--- src/rtl/bg_pkg.sv ---
`default_nettype none
// ============================================================================
// Package     : bg_pkg
// Description : Shared constants and types for the background name-table
//               path: visible-region limits, name-table geometry and the
//               queued write entry format.
// Revision    : 1.0 - initial release
// ============================================================================
package bg_pkg;

    // First non-visible pixel column / row of the display timing.
    localparam int VIS_W       = 320;
    localparam int VIS_H       = 239;

    // Name table: 64x32 tiles per bank, one tile index per slot.
    localparam int NAME_ADDR_W = 11;
    localparam int TILE_W      = 8;

    // One queued game-logic write to the back bank.
    typedef struct packed {
        logic [NAME_ADDR_W-1:0] addr;
        logic [TILE_W-1:0]      data;
    } name_wr_t;

endpackage : bg_pkg
`default_nettype wire

--- src/rtl/sync_fifo.sv ---
`default_nettype none
// ============================================================================
// Module      : sync_fifo
// Description : Single-clock circular-buffer FIFO with occupancy counter.
//               Push is dropped when full, pop is dropped when empty.
//               Simultaneous push and pop leave the count unchanged.
//               dout always presents the current head (first-word
//               fall-through).
// Ports       : clk, rst        - clock, synchronous active-high reset
//               push, din       - write strobe and data
//               pop, dout       - read strobe and head data
//               count           - entries held (0..DEPTH)
//               full, empty     - occupancy flags
// Revision    : 1.0 - initial release
// ============================================================================
module sync_fifo #(
    parameter int WIDTH = 8,
    parameter int DEPTH = 4            // power of two, >= 2
) (
    input  logic                     clk,
    input  logic                     rst,
    input  logic                     push,
    input  logic                     pop,
    input  logic [WIDTH-1:0]         din,
    output logic [WIDTH-1:0]         dout,
    output logic [$clog2(DEPTH):0]   count,
    output logic                     full,
    output logic                     empty
);

    localparam int PTR_W = $clog2(DEPTH);
    localparam int CNT_W = PTR_W + 1;

    logic [WIDTH-1:0] r_mem [DEPTH];
    logic [PTR_W-1:0] r_wr_ptr;
    logic [PTR_W-1:0] r_rd_ptr;
    logic [CNT_W-1:0] r_count;

    logic w_do_push;
    logic w_do_pop;

    assign full      = (r_count == CNT_W'(DEPTH));
    assign empty     = (r_count == '0);
    assign count     = r_count;
    assign dout      = r_mem[r_rd_ptr];
    assign w_do_push = push && !full;
    assign w_do_pop  = pop && !empty;

    // Pointers are exactly PTR_W bits wide, so the increment wraps modulo
    // DEPTH on its own.
    always_ff @(posedge clk) begin
        if (rst) begin
            r_wr_ptr <= '0;
            r_rd_ptr <= '0;
            r_count  <= '0;
        end else begin
            if (w_do_push) r_wr_ptr <= r_wr_ptr + 1'b1;
            if (w_do_pop)  r_rd_ptr <= r_rd_ptr + 1'b1;
            case ({w_do_push, w_do_pop})
                2'b10:   r_count <= r_count + 1'b1;
                2'b01:   r_count <= r_count - 1'b1;
                default: r_count <= r_count;
            endcase
        end
    end

    always_ff @(posedge clk) begin
        if (!rst && w_do_push) r_mem[r_wr_ptr] <= din;
    end

endmodule : sync_fifo
`default_nettype wire

--- src/rtl/bg_name_scheduler.sv ---
`default_nettype none
// ============================================================================
// Module      : bg_name_scheduler
// Description : Arbitrates the single-port, double-banked background name
//               RAM between the pixel fetch path (owns the port during the
//               visible region) and a queued game-logic write port (drained
//               only in blanking, always into the back bank). Holds the
//               front-bank select and swaps banks only in vertical blank
//               once every queued write has landed.
// Ports       : clk, rst                 - clock, synchronous active-high reset
//               pixel_x, pixel_y         - current raster position
//               wr_valid/addr/data/ready - game-logic write handshake
//               swap_req                 - one-cycle bank swap request
//               ram_addr/we/wdata        - name RAM port ({bank, addr})
//               active                   - current front (display) bank
//               swap_pending             - swap latched, not yet applied
//               fifo_count               - queued writes
// Revision    : 1.0 - initial release
// ============================================================================
module bg_name_scheduler
    import bg_pkg::*;
#(
    parameter int FIFO_DEPTH = 4,
    parameter int ADDR_W     = bg_pkg::NAME_ADDR_W,
    parameter int DATA_W     = bg_pkg::TILE_W,
    parameter int VIS_W      = bg_pkg::VIS_W,
    parameter int VIS_H      = bg_pkg::VIS_H
) (
    input  logic                          clk,
    input  logic                          rst,
    input  logic [8:0]                    pixel_x,
    input  logic [7:0]                    pixel_y,
    input  logic                          wr_valid,
    input  logic [ADDR_W-1:0]             wr_addr,
    input  logic [DATA_W-1:0]             wr_data,
    output logic                          wr_ready,
    input  logic                          swap_req,
    output logic [ADDR_W:0]               ram_addr,
    output logic                          ram_we,
    output logic [DATA_W-1:0]             ram_wdata,
    output logic                          active,
    output logic                          swap_pending,
    output logic [$clog2(FIFO_DEPTH):0]   fifo_count
);

    localparam logic [8:0] c_vis_w = 9'(VIS_W);
    localparam logic [7:0] c_vis_h = 8'(VIS_H);

    localparam logic [0:0] S_IDLE    = 1'b0;
    localparam logic [0:0] S_PENDING = 1'b1;

    logic              w_visible;
    logic [ADDR_W-1:0] w_rd_addr;
    logic              w_push;
    logic              w_pop;
    logic              w_full;
    logic              w_empty;
    name_wr_t          w_push_ent;
    name_wr_t          w_head;
    logic              w_apply;
    logic [0:0]        r_state;
    logic [0:0]        w_state_nxt;
    logic              r_active;
    logic              w_active_nxt;

    assign w_visible = (pixel_x < c_vis_w) && (pixel_y < c_vis_h);
    // One name slot per 8x8 tile: row = y/8, column = x/8.
    assign w_rd_addr = ADDR_W'({pixel_y[7:3], pixel_x[8:3]});

    assign wr_ready        = !rst && !w_full;
    assign w_push          = wr_valid && wr_ready;
    // Pop is gated by rst so no write can leak out while reset is held.
    assign w_pop           = !rst && !w_visible && !w_empty;
    assign w_push_ent.addr = wr_addr;
    assign w_push_ent.data = wr_data;

    sync_fifo #(
        .WIDTH (ADDR_W + DATA_W),
        .DEPTH (FIFO_DEPTH)
    ) u_wr_fifo (
        .clk   (clk),
        .rst   (rst),
        .push  (w_push),
        .pop   (w_pop),
        .din   (w_push_ent),
        .dout  (w_head),
        .count (fifo_count),
        .full  (w_full),
        .empty (w_empty)
    );

    // RAM port mux: the write slot exists exactly when the head is popped.
    always_comb begin
        ram_we    = 1'b0;
        ram_addr  = {r_active, w_rd_addr};
        ram_wdata = '0;
        if (w_pop) begin
            ram_we    = 1'b1;
            ram_addr  = {~r_active, w_head.addr};
            ram_wdata = w_head.data;
        end
    end

    // A push on the apply cycle would land after the swap, in the new front
    // bank, so it blocks the swap for that cycle.
    assign w_apply = (r_state == S_PENDING) && (pixel_y >= c_vis_h)
                     && w_empty && !w_push;

    always_comb begin
        w_state_nxt  = r_state;
        w_active_nxt = r_active;
        case (r_state)
            S_IDLE: begin
                if (swap_req) w_state_nxt = S_PENDING;
            end
            S_PENDING: begin
                // A repeated request while pending is absorbed here.
                if (w_apply) begin
                    w_state_nxt  = S_IDLE;
                    w_active_nxt = ~r_active;
                end
            end
            default: w_state_nxt = S_IDLE;
        endcase
    end

    always_ff @(posedge clk) begin
        if (rst) begin
            r_state  <= S_IDLE;
            r_active <= 1'b0;
        end else begin
            r_state  <= w_state_nxt;
            r_active <= w_active_nxt;
        end
    end

    assign active       = r_active;
    assign swap_pending = (r_state == S_PENDING);

endmodule : bg_name_scheduler
`default_nettype wire

--- config.mk ---
export PLATFORM = sky130hd
export DESIGN_NAME = bg_name_scheduler
export DESIGN_NICKNAME = d
export VERILOG_FILES = /design/src/rtl/bg_pkg.sv /design/src/rtl/sync_fifo.sv /design/src/rtl/bg_name_scheduler.sv
export SDC_FILE = /design/constraint.sdc
export NUM_CORES = 1
export LEC_CHECK = 0
export ABC_CLOCK_PERIOD_IN_PS = 4400
export BUFFER_PORTS_ARGS = -buffer_cell sky130_fd_sc_hd__buf_2
export CORE_MARGIN = 2
export CORE_UTILIZATION = 50
export DETAILED_ROUTE_END_ITERATION = 16
export PLACE_DENSITY = 0.81
export SKIP_LAST_GASP = 1
export SYNTH_ARGS = -nofsm -noshare
export SYNTH_HDL_FRONTEND = slang
export SYNTH_HIERARCHICAL = 1
export SYNTH_SLANG_ARGS = --single-unit
--- constraint.sdc ---
create_clock -name clk -period 4.4 [get_ports clk]
set_clock_uncertainty 0.15 [all_clocks]
set_input_delay 0.66 -clock clk [delete_from_list [all_inputs] [get_ports clk]]
set_output_delay 0.66 -clock clk [all_outputs]
set_load 0.02 [all_outputs]
Word-level counts from Yosys, hierarchy flattened
Memories as Yosys holds them, arrays and structs flattened. A register that Yosys moved wholly into a read port is not among the register bits.
Cells that the tools add are included.
Storage, ports and cells
  output and inout bits: 27
  bits of input ports: 40
  logic and storage cells: 48
  RAM bits: 76
  memories kept: 1
  bits in registers: 9
Memories
  u_wr_fifo.r_mem: words 4, bits a word 19, read ports 1, clocked after memory_dff 1, wr ports 1, line sync_fifo.sv:34  | logic [WIDTH-1:0] r_mem [DEPTH];
Cells by class
  add/subtract/negate cells: 4
  equality and inequality tests: 3
  magnitude comparators: 3
  multiplexer cells: 11
  bitwise gates (word level): 2
  reductions and logical operators: 19
Operators with widths (count)
  12-bit two-way mux: 1
  1-bit logical AND: 11
  9-bit less-than comparator, second input constant: 1
  8-bit greater-or-equal comparator, second input constant: 1
  8-bit less-than comparator, second input constant: 1
  8-bit two-way mux: 1
  3-bit one-hot mux with 2 select lines: 1
  1-bit zero test: 5
  1-bit two-way mux: 5
  2-bit by 1-bit adder with 2-bit output, second input constant: 2
  2-bit two-way mux: 2
  3-bit by 1-bit adder with 3-bit output, second input constant: 1
  3-bit == test, second input constant: 1
  3-bit zero test: 1
  3-bit by 1-bit subtractor with 3-bit output, second input constant: 1
  2-bit by 1-bit == test with 1-bit output, second input constant: 1
  2-bit == test, second input constant: 1
  1-bit NOT: 2
  1-bit one-hot mux with 2 select lines: 1
  2-bit AND reduction: 1
  2-bit nonzero test: 1

Longest topological paths before layout
Gate-level depths: netlist of the first run.
  word-level depth: 8
  mapped depth: 12
  mapped depth without buffers: 11

Modules after synthesis
The synthesis of the first run kept the hierarchy.
Modules (own cells, without submodules)
  sync_fifo: instances 1, area an instance 3271.9 µm², cells an instance 153, seq. area each 2462.4 µm²
  bg_name_scheduler: instances 1, area an instance 674.4 µm², cells an instance 101, seq. area each 40.0 µm²

Least setup slack after synthesis of the first run
OpenSTA, ideal clock, no wires.
  path type: in2reg
  start: input port rst
  end: memory u_wr_fifo/r_mem[1][0] (netlist name), enable pin
  buffers on the path: 2
  setup time: 0.423 ns
  data arrival time: 2.816 ns
  cell stages on the path: 5
  setup slack: 1.011 ns
  data required time: 3.827 ns
  path through: buf_2 > nor3b_2 > nand2b_1 > buf_4 > nor3b_1
On the way
  longest elaborated chain between the ends: 7
RTL lines
  start: declaration: line bg_name_scheduler.sv:30  | input logic rst,
  1-bit zero test: line bg_name_scheduler.sv:70  | assign wr_ready = !rst && !w_full;
  1-bit logical AND: line bg_name_scheduler.sv:70
  1-bit logical AND: line bg_name_scheduler.sv:71  | assign w_push = wr_valid && wr_ready;
  net w_push: line bg_name_scheduler.sv:54  | logic w_push;
  1-bit logical AND: line sync_fifo.sv:46  | assign w_do_push = push && !full;
  1-bit logical AND: line sync_fifo.sv:68  | if (!rst && w_do_push) r_mem[r_wr_ptr] <= din;
  1-bit two-way mux: line sync_fifo.sv:68
  1-bit two-way mux (implied by the code): line sync_fifo.sv:68
  end: declaration: line sync_fifo.sv:34
The timed path passes the listed nets, and every way through them passes these cells.

==> metrics.yaml, run 1 <==
yosys.area.top_type: "edfxtp_1"
clkSinkCount: 87
drt-wirelength-per-cell_um: 17.9
holdBufCountCts: 0
die_y_um: 92.8
cts-resized-gates: 0
syn_inst: 254
met1_usage: 0.254
hold_viol: 0
grt_pass1_wl_um: 12400
start_util: 0.513
cts_buffer_depth: 2
wirelength_um: 7600
leakagePower_uw: 0.00157
ant_nets: 0
rr_worst_depth: 12
clk_pin_slew_ns: 0.08
core.rowCount: 32
drive_above_1_share: 0.329
post_cts_buffers: 0
placed_area_mm2: 0.00436
crit_type: "reg -> out"
netlist_area_mm2: 0.00395
grt_antenna_before_repair: 1
grtUsageMet3: 0.0586
holdWs_ns: 0.353
start_kind: "flop"
synthTopCellsByArea: "edfxtp_1, mux4_1, mux4_2, dfxtp_1, nor3b_1"
synth_area_per_cell_um2: 15.5
place.gp.congestion: 0.861
core_mm2: 0.00769
cts_tree: "done"
clockRootBuffer: "clkbuf_8"
rsz0062_at_grt: "no"
fmax_mhz: 310
grt_max_degree: 31
grtUsageMet2: 0.309
vias: 2417
crit_fanout: 11
clk_latency_ns: 0.35
grt_use_total: 0.191
required_ns: 3.59
nNetsFinal: 363
maxCapViolations: 0
slew-limit-headroom: 0.184
grt-ovfl-total: 0
h-tree-depth: 3
top_usage_layer: "met2"
yosysSeqAreaShare: 0.634
grt_pass1_vias: 2464
endpoint_kind: "primary output"
ios: 67
vdd_drop_max_uv: 286
post_drt_via_cell_ratio: 5.69
period_needed_ns: 3.23
setup_viol: 0
drc: 0
die_w_um: 92.8
area_growth_pct: 15.7
ys_warn_count: 6
synth-seq-cells: 87
ys_types: 40
worstMarginPinSlew_ns: 1.21
dr.first_iter.drc_count: 100
min_period_over_period: 0.733
critPathArrivalTime_ns: 2.42
drtPass1Iterations: 4
cts_buffers: 9
report.final.slew_viol_count: 0
hpwl_um: 5060
tns_ns: 0
whs_path_depth: 2
status: "finished clean"
fill_cells: 614
yosys.area.top_type_share: 0.578
hold_path.class: "reg -> reg"
port_buffers: 63
syn-num-nets: 300
power_density_mw_per_mm2: 357
finalInstanceArea_mm2: 0.00457
die_area_mm2: 0.00862
-- metal layers --
layer	vias up	part of all wire
li1	1150	-
met4	0	0.0097
met3	8	0.082
met2	98	0.48
met5	-	0
met1	1161	0.43
-- cells in the mapped netlist (all sizes together) --
library cell   n
clkbuf         9
o31ai          1
inv            7
nor4           1
or2            1
a211oi         1
a31oi         10
nor3           4
mux2i          1
a41o           1
o21a          11
and3           1
nand2          4
o32a           1
edfxtp        76
nand3         13
mux4          19
nor2          10
mux2           1
fa             1
nand2b         3
o21ai          4
dfxtp         11
nor3b         14
buf           10
nor2b          1
or3            3
a21oi          5
o211ai        10
xor2           3
a41oi          1
ha             5
nand4         11
-- critical path, cell delays in order (launching register included) --
cell and delay [ns]:
dfxtp_1 0.63, buf_4 0.34, mux4_2 0.55, o32a_1 0.37, buf_2 0.16
-- sequential cells by signal, indices dropped and copies added, names as in the netlist, named ones only --
signal / flops
swap_pending: 1
active: 1
u_wr_fifo/count: 3
u_wr_fifo/r_wr_ptr: 2
u_wr_fifo/r_mem: 76
u_wr_fifo/r_rd_ptr: 2
-- report_power, final --
| group | leakage [uW] | internal, uW | total (uW) | switching, uW |
|---|---|---|---|---|
| combinational | 0.000696 | 59.9 | 161 | 101 |
| clock | 0.0000966 | 267 | 554 | 287 |
| sequential | 0.000776 | 907 | 914 | 6.85 |
-- per-stage QoR --
stage          total power, uW   util  setup slack [ns]  cells
2_1_floorplan             1030      -              1.01    254
3_3_place_gp              1090  0.568              1.11    408
3_5_place_dp              1090  0.568              1.09    408
4_1_cts                   1650  0.594              1.09    424
5_1_grt                   1690  0.594              1.01    424
6_report                  1630  0.594              1.17    425
-- path summary, 6_finish.rpt --
check	from	endpoint	slack (ns)
max	flop	ram_addr[5]	1.17
min	u_wr_fifo/r_rd_ptr[1]$_SDFFE_PP0P_	u_wr_fifo/r_rd_ptr[1]$_SDFFE_PP0P_	0.35
max reg2reg	u_wr_fifo/count[1]$_SDFFE_PP0P_	u_wr_fifo/count[2]$_SDFFE_PP0P_	1.37
min reg2reg	u_wr_fifo/r_rd_ptr[1]$_SDFFE_PP0P_	u_wr_fifo/r_rd_ptr[1]$_SDFFE_PP0P_	0.35
-- placed cells by master (no fill, tap or decap), types with 5 or more instances in the layout --
cell      instances
ha_1              5
buf_2            63
buf_4             8
nand4_1          11
o211ai_1         10
mux4_1            9
a31oi_1          10
o21a_1           11
mux4_2           10
clkbuf_8          9
nor2_1           10
edfxtp_1         76
inv_1             7
dfxtp_1          11
nor3b_1           8
nand3_1          13
nor3b_2           6
-- kinds of logic (layout without fill, tap and decap cells) --
logic type	count (synthesis)	count (layout)	share of synthesized area
compound gates	45	45	0.0812
xor+xnor	3	3	0.00666
fa+ha+maj	6	6	0.0209
buf+inv	26	94	0.0336
flops	87	87	0.634
mux	21	21	0.122
other cells	0	1	0
simple gates	66	66	0.101
-- layout make-up --
type,count,area [um^2],share of cell area
Antenna cell,1,2.50,0.000548
Clock buffer,9,124,0.0271
Clock inverter,7,76.3,0.0167
Inverter,7,26.3,0.00575
Multi-Input combinational cell,141,1330,0.292
Sequential cell,87,2500,0.548
Tap cell,102,128,0.0280
Timing Repair Buffer,71,375,0.0822
Power figures use the tool's default switching activity.
==> run 2: changes to the inputs <==
--- a/config.mk
+++ b/config.mk
@@ -5,12 +5,13 @@
 export SDC_FILE = /design/constraint.sdc
 export NUM_CORES = 1
 export LEC_CHECK = 0
-export ABC_CLOCK_PERIOD_IN_PS = 4400
+export ABC_AREA = 1
+export ABC_CLOCK_PERIOD_IN_PS = 3000
 export BUFFER_PORTS_ARGS = -buffer_cell sky130_fd_sc_hd__buf_2
 export CORE_MARGIN = 2
 export CORE_UTILIZATION = 50
 export DETAILED_ROUTE_END_ITERATION = 16
-export PLACE_DENSITY = 0.81
+export PLACE_DENSITY = 0.82
 export SKIP_LAST_GASP = 1
 export SYNTH_ARGS = -nofsm -noshare
 export SYNTH_HDL_FRONTEND = slang
==> constraint.sdc (replaced) <==
create_clock -name clk -period 3 [get_ports clk]
set_clock_uncertainty 0.15 [all_clocks]
set_input_delay 0.45 -clock clk [delete_from_list [all_inputs] [get_ports clk]]
set_output_delay 0.45 -clock clk [all_outputs]
set_load 0.02 [all_outputs]
==> run 2 against run 1 <==
- first-iteration DRC count rose to 3.0 times the previous value
- synthesized area down 3.8%
- global-route usage down 0.077 points
- largest power group unchanged
==> metrics.yaml, run 2 <==
status: "finished clean"
antenna_cells: 0
grt_antenna_before_repair: 0
synth.most_common_cell: "edfxtp_1"
synthTopCellsByArea: "edfxtp_1, dfxtp_1, nor2_1, o21ai_0, nand2_1"
synth-seq-cells: 87
cts_buffers: 9
cp.buffers_inverters: 2
rsz0062_at_grt: "no"
core_mm2: 0.00729
largest_reg_flops: 76
grt_pass1_vias: 2607
die_y_um: 91.1
wirelength_um: 7560
crit_type: "reg -> out"
ys_warn_count: 6
cts-resized-gates: 0
drive_above_1_share: 0.252
leakagePower_uw: 0.00176
syn_inst: 342
crit_chain: "inv_2 > o21ai_0 > o22ai_1 > nand3_1 > nand2_1 > buf_2"
cts_buffer_depth: 2
drtPass1Iterations: 4
final_common_cell: "edfxtp_1"
hold_viol: 0
min_period_over_period: 0.863
ys_types: 27
crit_fanout: 38
area_growth_pct: 13.7
die_w_um: 91.1
grt_use_total: 0.190
critPathTopFamily: "buffers and inverters"
grt_max_degree: 39
yosys.area.top_type: "edfxtp_1"
start_util: 0.520
synthArstFlopShare: 0
vdd_drop_max_uv: 238
place.gp.congestion: 0.717
ant_nets: 0
nNetsFinal: 455
die_area_mm2: 0.00830
clk_latency_ns: 0.34
setup_slack_ns: 0.412
hold_path.class: "in -> reg"
fmax_mhz: 386
grt-ovfl-total: 0
synthFlopType: "edfxtp_1"
required_ns: 2.40
yosysSeqAreaShare: 0.659
setup_viol: 0
dr.first_iter.drc_count: 300
top_register: "u_wr_fifo/r_mem"
clk_pin_slew_ns: 0.09
h-tree-depth: 3
synth_common_cells: "edfxtp_1, nor2_1, nand2_1"
report.final.slew_viol_count: 0
holdBufCountCts: 0
most-common-layout-cells: "edfxtp_1, buf_2, nor2_1"
yosys.area.top_type_share: 0.601
worstMarginPinSlew_ns: 0.684
ios: 67
netlist_area_mm2: 0.00379
clockRootBuffer: "clkbuf_8"
cpMaxStageDelayCell: "inv_2"
critPathArrivalTime_ns: 1.99
synth-edff-count: 76
clkSinkCount: 87
post_drt_via_cell_ratio: 5.22
grt_pass1_wl_um: 12200
tns_ns: 0
fin_cells: 512
core.rowCount: 31
vias: 2672
slowest_delay_ns: 0.50
finalInstanceArea_mm2: 0.00432
start_kind: "flop"
drt-wirelength-per-cell_um: 14.8
port_buffers: 63
synth_area_per_cell_um2: 11.1
drc: 0
power_density_mw_per_mm2: 527
syn-num-nets: 388
dp.cells: 497
period_needed_ns: 2.59
hpwl_um: 4810
cts_tree: "done"
slew-limit-headroom: 0.543
post_cts_buffers: 0
dp_slack_ns: 0.375
placed_area_mm2: 0.00414
maxCapViolations: 0
endpoint_kind: "primary output"
[run 2: through the flow]
step | utilization | power, uW | hold slack, ns
global route | 0.592 | 2360 | 0.151
detailed placement | 0.568 | 1590 | 0.353
global placement | 0.568 | 1590 | 0.342
CTS | 0.592 | 2290 | 0.149
finish | 0.592 | 2270 | 0.162
floorplan | - | 1510 | 0.309
[run 2: kinds of logic after synthesis]
kind of cell	Yosys count	share of synthesized area
and+or+nand+nor	133	0.149
DFF	87	0.659
AOI/OAI and AO/OA	67	0.0966
buffers and inverters	49	0.0732
adders and majority gates	6	0.0218
[run 2: power breakdown]
| part | leakage, uW | internal (uW) | switching (uW) |
|---|---|---|---|
| combinational | 0.000899 | 74.0 | 146 |
| sequential | 0.000776 | 1340 | 10.2 |
| clock | 0.0000873 | 307 | 401 |
| total | 0.00176 | 1720 | 557 |
[run 2: final timing paths]
path                                            from                         endpoint  slack [ns]  depth (start not counted)
setup / recovery                                flop                      ram_addr[4]        0.41                          6
hold / removal                            wr_data[1]  u_wr_fifo/r_mem[0][1]$_DFFE_PP_        0.16                          1
setup reg to reg     u_wr_fifo/count[1]$_SDFFE_PP0P_  u_wr_fifo/count[2]$_SDFFE_PP0P_        0.60                         17
hold reg to reg   u_wr_fifo/r_rd_ptr[1]$_SDFFE_PP0P_                             flop        0.36                          2
[run 2: layer usage]
layer  share of wire  track usage
met1            0.41        0.230
met2            0.49        0.321
met3           0.077       0.0440
met5               0            0
met4           0.018       0.0960
[run 2: worst register-to-register path, stage by stage (launching register included)]
cell     delay, ns
dfxtp_1       0.38
nor2_2        0.07
nand2_1       0.12
inv_1         0.07
nor2_1        0.17
nand2_2       0.08
inv_1         0.11
nand2_1       0.09
inv_1         0.10
ha_1          0.17
inv_1         0.07
fa_1          0.38
inv_1         0.07
nand2_1       0.04
nand3_1       0.08
nand2_1       0.05
nand2_1       0.05
nor2_1        0.04
[run 2: final cells by class]
class                           instances  area [um^2]
Multi-Input combinational cell        206         1010
Clock inverter                          5         43.8
Tap cell                               99          124
Sequential cell                        87         2500
Inverter                               34          128
Timing Repair Buffer                   71          375
Clock buffer                           10          128
Fill cell                             595         2980
==> run 3: changes to the inputs <==
--- a/config.mk
+++ b/config.mk
@@ -8,7 +8,6 @@
 export ABC_AREA = 1
 export ABC_CLOCK_PERIOD_IN_PS = 3000
 export BUFFER_PORTS_ARGS = -buffer_cell sky130_fd_sc_hd__buf_2
-export CORE_MARGIN = 2
 export CORE_UTILIZATION = 50
 export DETAILED_ROUTE_END_ITERATION = 16
 export PLACE_DENSITY = 0.82
==> run 3 against run 2 <==
- power up 8.3%
- hold slack worse by 0.0036 ns
- first-iteration DRC count down 21%
- cell area up 1.4%
- critical endpoint is now ram_addr[10]
- largest cell class unchanged
==> metrics.yaml, run 3 (synthesized netlist as in run 2, its figures left out) <==
status: "finished clean"
dp.cells: 498
setup_slack_ns: 0.384
cts-resized-gates: 0
slew-limit-headroom: 0.541
start_kind: "flop"
crit-reg2reg-launch: "u_wr_fifo/count[2]$_SDFFE_PP0P_"
clk_pin_slew_ns: 0.09
ios: 67
vdd_drop_max_uv: 335
required_ns: 2.40
holdBufCountCts: 0
crit_fanout: 19
period_needed_ns: 2.62
grt_antenna_before_repair: 0
grtUsageMet2: 0.324
hold_viol: 0
drive_above_1_share: 0.255
post_cts_buffers: 0
place.gp.congestion: 0.766
grtUsageMet3: 0.0536
setup_viol: 0
power_density_mw_per_mm2: 563
grt-ovfl-total: 0
nNetsFinal: 456
area_growth_pct: 15.3
cts_tree: "done"
antenna_cells: 0
finalInstanceArea_mm2: 0.00438
top_usage_layer: "met2"
rsz0062_at_grt: "no"
wirelength_um: 7460
die_y_um: 89.1
start_util: 0.520
cts_buffer_depth: 2
dr.first_iter.drc_count: 236
final_common_cell: "edfxtp_1"
most-common-layout-cells: "edfxtp_1, buf_2, nor2_1"
post_drt_via_cell_ratio: 5.12
worstHoldStart: "wr_data[2]"
die_area_mm2: 0.00794
hpwl_um: 4690
drtPass1Iterations: 5
grt_pass1_vias: 2329
worstMarginPinSlew_ns: 0.688
maxCapViolations: 0
vias: 2630
grt_use_total: 0.199
tns_ns: 0
clockRootBuffer: "clkbuf_8"
clkSinkCount: 87
min_period_over_period: 0.872
ant_nets: 0
largest_reg_flops: 76
critPathArrivalTime_ns: 2.02
core.rowCount: 31
placed_area_mm2: 0.00415
h-tree-depth: 3
fin_cells: 514
port_buffers: 63
grt_pass1_wl_um: 11200
core_mm2: 0.00729
cts_buffers: 9
dp_slack_ns: 0.375
grt_max_degree: 39
met1_usage: 0.258
endpoint_kind: "primary output"
die_w_um: 89.1
leakagePower_uw: 0.00179
drt-wirelength-per-cell_um: 14.5
top_register: "u_wr_fifo/r_mem"
hold_path.class: "in -> reg"
clk_latency_ns: 0.35
fmax_mhz: 382
report.final.slew_viol_count: 0
crit_type: "reg -> out"
drc: 0
==> run 3: cell types whose count changed in the layout (fill, tap and decap cells not counted) <==
cell       previous run  this run
clkinv_4              3         1
buf_4                 8         9
inv_8                 0         1
bufinv_16             0         2
==> run 3: final timing paths <==
kind / end / slack [ns] / depth (start not counted)
worst max register to register: u_wr_fifo/count[2]$_SDFFE_PP0P_ / 0.60 / 17
worst max-delay path: ram_addr[10] / 0.38 / 6
worst min register to register: swap_pending$_SDFF_PP0_ / 0.37 / 2
worst min-delay path: u_wr_fifo/r_mem[3][2]$_DFFE_PP_ / 0.16 / 1
==> run 3: final cells by class <==
cell class	instances	area (um^2)
clock buffers	10	128
clock inverters	6	97.6
fillers	623	2920
inverters	34	128
multi-input cells	206	1010
flip-flops and latches	87	2500
well taps	99	124
repair buffers	72	383
==> run 3: per-layer routing <==
layer,vias up,wire [um]
met5,-,0
li1,1304,-
met1,1219,3190
met2,103,3640
met3,4,554
met4,0,72
==> run 3: power by group <==
group,internal [uW],switching [uW],total [uW]
sequential,1340,10.1,1350
combinational,74.5,143,218
clock,483,416,899
==> run 3: metrics by stage <==
step / hold WS [ns] / utilization / power [uW]
6_report: 0.158 / 0.600 / 2460
4_1_cts: 0.147 / 0.600 / 2480
5_1_grt: 0.134 / 0.600 / 2560
2_1_floorplan: 0.309 / - / 1510
3_3_place_gp: 0.335 / 0.569 / 1590
3_5_place_dp: 0.355 / 0.569 / 1590
==> run 3: critical path, cell delays in order (launching register included) <==
cell and delay, ns:
dfxtp_1 0.70, inv_2 0.31, o21ai_0 0.18, o22ai_1 0.11
nand3_1 0.10, nand2_1 0.09, buf_2 0.17
